--- src/rtl/wiegand26_tx.sv ---
// wiegand26_tx: serialises one 26-bit Wiegand frame onto the D0/D1 lines.
// Frame bit 25 goes out first. Each bit is a PULSE_CYC-cycle low pulse on D0 ('0')
// or D1 ('1'), and PERIOD_CYC cycles separate successive pulse starts.
// int_n goes low for exactly one cycle after a completed frame. Dropping en aborts
// a frame silently, and no interrupt is raised.
module wiegand26_tx #(
    parameter int unsigned PULSE_CYC  = 1000,
    parameter int unsigned PERIOD_CYC = 20000,
    parameter bit          PARITY_GEN = 1'b1
) (
    input  logic        clk,
    input  logic        rst,
    input  logic        en,
    input  logic        start,
    input  logic [25:0] data,
    output logic        busy,
    output logic        d0,
    output logic        d1,
    output logic        int_n
);

    localparam int unsigned TW = (PERIOD_CYC > 1) ? $clog2(PERIOD_CYC) : 1;
    localparam logic [TW-1:0] PULSE_LAST  = TW'(PULSE_CYC - 1);
    localparam logic [TW-1:0] PERIOD_LAST = TW'(PERIOD_CYC - 1);

    localparam logic [1:0] S_IDLE  = 2'd0;
    localparam logic [1:0] S_PULSE = 2'd1;
    localparam logic [1:0] S_GAP   = 2'd2;
    localparam logic [1:0] S_DONE  = 2'd3;

    logic [1:0]    r_state;
    logic [TW-1:0] r_timer;
    logic [4:0]    r_bitcnt;
    logic [25:0]   r_frame;
    logic          r_busy;
    logic          r_d0;
    logic          r_d1;
    logic          r_int_n;
    logic [25:0]   w_frame;

    // Frame to latch on start, with optional even/odd parity regeneration
    always_comb begin
        w_frame = data;
        if (PARITY_GEN) begin
            w_frame[25] = ^data[24:13];
            w_frame[0]  = ~(^data[12:1]);
        end
    end

    // Bit sequencer: every output is registered, so each line is driven one edge ahead.
    // The frame shifts at the PULSE->GAP boundary, not at the end of GAP, so that
    // r_frame[25] already holds the next bit when its pulse has to be launched.
    always_ff @(posedge clk or negedge rst) begin
        if (!rst) begin
            r_state  <= S_IDLE;
            r_timer  <= '0;
            r_bitcnt <= 5'd25;
            r_frame  <= '0;
            r_busy   <= 1'b0;
            r_d0     <= 1'b1;
            r_d1     <= 1'b1;
            r_int_n  <= 1'b1;
        end else if (!en) begin
            r_state  <= S_IDLE;
            r_timer  <= '0;
            r_bitcnt <= 5'd25;
            r_busy   <= 1'b0;
            r_d0     <= 1'b1;
            r_d1     <= 1'b1;
            r_int_n  <= 1'b1;
        end else begin
            case (r_state)
                S_IDLE: begin
                    r_int_n <= 1'b1;
                    if (start) begin
                        r_frame  <= w_frame;
                        r_bitcnt <= 5'd25;
                        r_timer  <= '0;
                        r_busy   <= 1'b1;
                        r_d0     <= w_frame[25];
                        r_d1     <= ~w_frame[25];
                        r_state  <= S_PULSE;
                    end
                end
                S_PULSE: begin
                    r_timer <= r_timer + 1'b1;
                    if (r_timer == PULSE_LAST) begin
                        r_d0    <= 1'b1;
                        r_d1    <= 1'b1;
                        r_frame <= {r_frame[24:0], 1'b0};
                        r_state <= S_GAP;
                    end
                end
                S_GAP: begin
                    if (r_timer == PERIOD_LAST) begin
                        r_timer <= '0;
                        if (r_bitcnt != 5'd0) begin
                            r_bitcnt <= r_bitcnt - 5'd1;
                            r_d0     <= r_frame[25];
                            r_d1     <= ~r_frame[25];
                            r_state  <= S_PULSE;
                        end else begin
                            r_int_n <= 1'b0;
                            r_state <= S_DONE;
                        end
                    end else begin
                        r_timer <= r_timer + 1'b1;
                    end
                end
                S_DONE: begin
                    r_int_n  <= 1'b1;
                    r_busy   <= 1'b0;
                    r_bitcnt <= 5'd25;
                    r_state  <= S_IDLE;
                end
                default: begin
                    r_state <= S_IDLE;
                end
            endcase
        end
    end

    assign busy  = r_busy;
    assign d0    = r_d0;
    assign d1    = r_d1;
    assign int_n = r_int_n;

endmodule

--- config.mk ---
export PLATFORM = sky130hd
export DESIGN_NAME = wiegand26_tx
export DESIGN_NICKNAME = d
export VERILOG_FILES = /design/src/rtl/wiegand26_tx.sv
export SDC_FILE = /design/constraint.sdc
export NUM_CORES = 1
export LEC_CHECK = 0
export ABC_AREA = 1
export CAP_MARGIN = 10
export CORE_MARGIN = 3
export CORE_UTILIZATION = 30
export CTS_CLUSTER_SIZE = 28
export DETAILED_ROUTE_END_ITERATION = 6
export GPL_TIMING_DRIVEN = 0
export SYNTH_ARGS = -nofsm -noshare
export SYNTH_HDL_FRONTEND = slang
export SYNTH_SLANG_ARGS = --single-unit
export TNS_END_PERCENT = 50
--- constraint.sdc ---
create_clock -name clk -period 4 [get_ports clk]
set_clock_uncertainty 0.1 [all_clocks]
set_input_delay 0.6 -clock clk [delete_from_list [all_inputs] [get_ports clk]]
set_output_delay 0.6 -clock clk [all_outputs]
set_load 0.01 [all_outputs]
; ---- Word level (Yosys, flattened, before mapping)
; Index checks and enable logic that the tools add are counted.
[word_totals]
ff_bits = 52
in_bits = 30
out_inout_bits = 4
elab_cells = 78
[op_classes]
addsub = 2
n_eq_ne = 16
n_mux = 36
bitwise = 3
n_reduce_logical = 13
[op_table]
columns = op, count
row1 = 26-bit 2-to-1 mux, 2
row2 = 26-bit one-hot mux with 2 select lines, 1
row3 = 15-bit 2-to-1 mux, 3
row4 = 15-bit one-hot mux with 3 select lines, 1
row5 = 12-bit parity, 2
row6 = 5-bit 2-to-1 mux, 4
row7 = 15-bit by 1-bit adder with 15-bit output (second input constant), 1
row8 = 15-bit by 10-bit == test with 1-bit output (second input constant), 1
row9 = 15-bit == test (second input constant), 1
row10 = 3-bit inequality test (second input constant), 5
row11 = 5-bit one-hot mux with 3 select lines, 1
row12 = 1-bit 2-to-1 mux, 14
row13 = 2-bit 2-to-1 mux, 5
row14 = 4-bit by 1-bit inequality test with 1-bit output (second input constant), 2
row15 = 2-bit one-hot mux with 4 select lines, 1
row16 = 4-bit AND reduction, 2
row17 = 1-bit one-hot mux with 3 select lines, 2
row18 = 3-bit AND reduction, 2
row19 = 5-bit AND reduction, 1
row20 = 5-bit nonzero test, 1
row21 = 5-bit by 1-bit subtractor with 5-bit output (second input constant), 1
row22 = 2-bit == test (second input constant), 2
row23 = 2-bit inequality test (second input constant), 2
row24 = 1-bit one-hot mux with 2 select lines, 2
row25 = other kinds (8), 11

; ---- Longest topological paths before layout
[logic_depth]
depth_word = 5
depth_mapped = 13
depth_no_buf = 13

; ---- Least setup slack after synthesis
; No wires, ideal clock.
[synth_path]
path_kind = reg-to-reg
start = register r_state[0]
end = register r_timer[9]
setup_time_ns = 0.117
t_arrival_ns = 1.592
required_ns = 3.783
path_slack_ns = 2.190
path_stages_with_launch = 12
n_path_buf = 0
period_less_slack_ns = 1.810
path_cell_list = dfrtp_1 > inv_1 > ha_1 > inv_2 > nor2_2 > nand2_2 > nand2_2 > or2_4 > nor2_4 > nand4_1 > o21ai_1 > nor2_1
[synth_via]
elab_chain_cells = 3
word_cells_on_any_way = 8
cone_classes = eq/ne (4) / mux (2) / reduce/logical (2)
[synth_lines]
columns = element, line
row1 = start: declaration, 31  ; logic [1:0] r_state;
row2 = start signal: assignment, 55  ; r_state <= S_IDLE;
row3 = start signal: assignment, 64  ; r_state <= S_IDLE;
row4 = start signal: assignment, 82  ; r_state <= S_PULSE;
row5 = "2-bit == test, or another cell as far along", 72  ; case (r_state)
row6 = "15-bit one-hot mux with 3 select lines, or another cell as far along", 72
row7 = 15-bit 2-to-1 mux / 2-bit AND reduction (equally long branches), -
row8 = end signal: assignment, 86  ; r_timer <= r_timer + 1'b1;
row9 = end signal: assignment, 107  ; r_timer <= r_timer + 1'b1;
row10 = end: declaration, 32  ; logic [TW-1:0] r_timer;
; Several ways; a longest one is shown, not always the timed one.
; A chain may end at the register's enable or synchronous reset.

; ---- Final worst setup path
[layout_path]
start = register r_d1 (netlist: d1)
end = output port d1
[layout_lines]
columns = element, line
row1 = start: declaration, 37  ; logic r_d1;
row2 = start signal: assignment, 81  ; r_d1 <= ~w_frame[25];
row3 = start signal: assignment, 100  ; r_d1 <= ~r_frame[25];
row4 = end: declaration, 18  ; output logic d1,
; No word-level cell between the ends.

==> Flow_metrics.wiki <==
{| class="wikitable"
! Metric !! Value
|-
| Data required time at the worst endpoint || 3300 ps
|-
| Via/cell ratio || 4.64
|-
| Part of the total power dissipated in the clock network || 17.4%
|-
| Area of the core || 10,600 um2
|-
| Launching element of the worst setup path || d1$_DFFE_PN1P_
|-
| Seq cells post-synth || 52
|-
| Total of endpoints with negative setup slack in the final report || 0
|-
| Maximum clock path buffer count || 2
|-
| Cell area reported after detailed placement || around 3800 um2
|-
| Net switching power of the design || 0.958 mW
|-
| Dominant register cell in the synthesized netlist || sky130_fd_sc_hd__dfrtp_1
|-
| Clock transition at the registers of the reported paths || 100 ps
|-
| Top-Level Pins || 34
|-
| Post-synthesis sequential area ratio || 39.1%
|-
| Root buffer selected by CTS || sky130_fd_sc_hd__clkbuf_8
|-
| CP Max Fanout || 2
|-
| Area of all placed cells without fillers || 3960 um2
|-
| Data arrival time of the critical path || about 1400 ps
|-
| Fmax achieved || 481 MHz
|-
| Most frequent standard cell in the layout excluding fill and tap cells || sky130_fd_sc_hd__nand2_1
|-
| Count of standard-cell rows || 37
|-
| CTS H-tree lvls || 2
|-
| Count of antenna-violating nets left after detailed routing || 0
|-
| Later-pin clock latency in the skew report || 310 ps
|-
| WL final || between 7000 and 8000 um
|-
| TritonCTS sink count || 52
|-
| TritonCTS clock tree || built
|-
| Fraction of final layout cells sized beyond drive strength 1 || 14.8%
|-
| Tightest slew margin relative to the limit || 58.9%
|-
| GR Util All Layers || 12.3%
|-
| Starting Density || 31.5%
|-
| Minimum period implied by the final worst setup slack || 2080 ps
|-
| Outcome || complete, no violations
|-
| Detailed router's first-iteration violation count || 94
|-
| Aggregate global routing overflow || 0
|-
| Number of hold-repair buffers added at the cts stage || 0
|-
| First-pass iteration count of the detailed router || 4
|-
| Port buffer count || 30
|-
| Crit-path cells || clkdlybuf4s50_1
|-
| Combined flip-flop and latch cell area || 1310 um2
|-
| Detailed Place HPWL || 5570 um
|-
| DIE AREA || roughly 12,000 um2
|-
| Reg2Reg Capture Point || r_frame[20]$_DFFE_PN0P_
|-
| VDD IR max || 0.215 mV
|-
| Wire length on met2 || between 3000 and 4000 um
|-
| Share of async-settable or async-resettable flops after synthesis || 100%
|-
| Via count of the first global-routing pass || 2,842
|-
| Critical-path cell with the highest stage delay || sky130_fd_sc_hd__dfstp_2
|-
| Internal Power || 1.36 mW
|-
| Start of the worst register-to-register path || r_state[1]$_DFFE_PN0P_
|-
| Cell types with the largest area share after synthesis || sky130_fd_sc_hd__dfrtp_1 (34%), sky130_fd_sc_hd__nand2_1 (13%), sky130_fd_sc_hd__inv_1 (7.7%)
|-
| Share of total power consumed by net switching || between 40% and 50%
|-
| Gate family responsible for the most delay along the worst path || flip-flops
|-
| Met1 WL || 3600 um
|-
| Post-cts resize count || 0
|-
| Highest metal used || met4
|-
| Worst Reg2Reg Path Length in Cells || 10
|-
| First-pass GRT wire length || 13,000 um
|-
| Leakage power summed over all cells || 1.86 nW
|-
| Gate Count Post-Synth || 433
|-
| Relative contribution of combinational cells to total power || slightly below 50%
|-
| Crit Path Category || flip-flop to output pin
|-
| Slew at the pin closest to its max-slew limit || 616 ps
|-
| Final hold violation count || 0
|-
| Total buffers and inverters traversed by the critical path || 1
|-
| Count of warnings emitted by yosys || 0
|-
| Vias after detailed routing || 2,823
|-
| Relative contribution of sequential cells to total power || 33.9%
|-
| Type of element launching the critical path || flip-flop
|-
| Maximum number of pins on one net before global-route repair || 29
|-
| Netlist area before placement || around 3300 um2
|-
| Die width || ~110 um
|-
| Share of Yosys cell area claimed by the top area cell type || 34.4%
|-
| Share of the clock period used by the worst path after layout || 52.0%
|-
| Number of synthesized flops with an enable pin || 0
|-
| Total power || ~2.3 mW
|-
| Max-slew violations || 0
|-
| Met3 WL post-DR || 259 um
|-
| Unrepaired setup endpoints after global routing || false
|-
| Post-CTS Setup Repair Bufs || 0
|-
| Max stage delay on crit path || 540 ps
|-
| Post-synth cell types || 39
|-
| Number of inserted filler cells in the final layout || around 1,100
|-
| Drt wl/cell || 12.0 um
|-
| Syn Nets || 469
|-
| # nets final || approximately 500
|-
| Number of antenna violations at the first check in global routing || 0
|-
| Number of clock buffers inserted by TritonCTS || 5
|-
| Biggest area consumer among synthesized cells || sky130_fd_sc_hd__dfrtp_1
|-
| RePlAce Congestion || 0.812
|-
| Pwr/cell area || between 500 and 600 nW/um2
|-
| Worst min path class || primary input to async pin
|-
| Multi-input logic area || 1650 um2
|-
| Worst setup slack for register-to-register paths || 1970 ps
|-
| Max capacitance violation total || 0
|-
| Post-route DRC || 0
|-
| Crit. End Element || output pin
|-
| Top library cells by usage in the layout, fill and taps aside || sky130_fd_sc_hd__nand2_1 (112), sky130_fd_sc_hd__inv_1 (69), sky130_fd_sc_hd__dfrtp_1 (46)
|-
| Area delta synth->final || 18.3%
|-
| Total inserted antenna cells || 0
|-
| Setup TNS Final || 0 ps
|-
| Die Y-Extent || 112 um
|-
| Post-Syn Area per Cell || roughly 7.7 um2
|}
-- cells by family (layout without fill, tap and decap cells) --
group | count (synthesis) | after routing | synth area share (%)
flip-flops | 52 | 52 | 39.1
buffers and inverters | 89 | 128 | 11.5
adder cells (fa/ha/maj) | 6 | 6 | 2.25
AND/OR/NAND/NOR | 189 | 189 | 24.7
AO/OA/AOI/OAI | 79 | 79 | 17.7
XOR/XNOR | 18 | 18 | 4.72
-- worst max path at each step --
| stage | endpoint | depth (start not counted) |
|---|---|---|
| 6_report | d1 | 1 |
| 3_3_place_gp | r_timer[8]$_DFFE_PN0P_ | 1 |
| 3_5_place_dp | r_timer[9]$_DFFE_PN0P_ | 9 |
| 2_1_floorplan | r_timer[9]$_DFFE_PN0P_ | 11 |
| 4_1_cts | d1 | 1 |
| 5_1_grt | r_timer[9]$_DFFE_PN0P_ | 12 |
-- power by group through the flow --
stage          logic [mW]  clock network [mW]  registers, mW
4_1_cts              1.14               0.419          0.786
6_report             1.13               0.404          0.785
5_1_grt              1.28               0.443          0.808
3_5_place_dp         1.14                   0          0.797
3_3_place_gp         1.11                   0          0.793
2_1_floorplan       0.846                   0          0.788
-- routing by layer --
metal / global-route usage, % / vias up
met1: 16.5 / 1305
met4: 2.84 / 0
li1: - / 1464
met2: 20.5 / 44
met3: 2.55 / 10
met5: 0 / -
-- layout make-up --
type	instances	share of cell area (%)
Buffer	12	2.28
Timing Repair Buffer	31	7.97
Tap cell	136	4.30
Clock inverter	1	0.759
Sequential cell	52	33.1
Multi-Input combinational cell	292	41.7
Inverter	77	7.43
Clock buffer	7	2.44
-- per-stage QoR --
stage / std cells / hold slack (ps) / utilization, % / setup WS (ps)
after floorplan: 433 / 204 / - / 2190
after global placement: 599 / 361 / 36.0 / 566
after detailed placement: 600 / 364 / 36.1 / 1680
after CTS: 608 / 202 / 37.3 / 1900
after global routing: 608 / 223 / 37.3 / 1780
final: 608 / 188 / 37.3 / 1920
-- Yosys cell counts, types with 2 or more instances --
master,number
sky130_fd_sc_hd__dfstp_2,6
sky130_fd_sc_hd__buf_2,5
sky130_fd_sc_hd__o211ai_2,17
sky130_fd_sc_hd__o21ai_2,7
sky130_fd_sc_hd__inv_1,69
sky130_fd_sc_hd__o21ai_1,18
sky130_fd_sc_hd__buf_6,2
sky130_fd_sc_hd__nand3_1,20
sky130_fd_sc_hd__nor2_2,2
sky130_fd_sc_hd__a31oi_1,2
sky130_fd_sc_hd__nand4_1,11
sky130_fd_sc_hd__nor3_1,6
sky130_fd_sc_hd__o21ai_0,16
sky130_fd_sc_hd__buf_4,2
sky130_fd_sc_hd__inv_2,7
sky130_fd_sc_hd__nor2_1,23
sky130_fd_sc_hd__dfrtp_1,46
sky130_fd_sc_hd__nand2_2,5
sky130_fd_sc_hd__o211ai_1,5
sky130_fd_sc_hd__clkbuf_1,2
sky130_fd_sc_hd__xor2_1,10
sky130_fd_sc_hd__nand2_1,112
sky130_fd_sc_hd__ha_1,6
sky130_fd_sc_hd__nand3b_1,2
sky130_fd_sc_hd__and3_1,4
sky130_fd_sc_hd__xnor2_1,8
sky130_fd_sc_hd__o31ai_1,2
sky130_fd_sc_hd__a21oi_1,7
-- state kept, by name (all words and copies together), names as in the netlist --
name and cells:
r_frame 26, int_n 1, d1 1, r_bitcnt 5
d0 1, busy 1, r_state 2, r_timer 15
No activity file was read; power rests on OpenSTA's default activity.
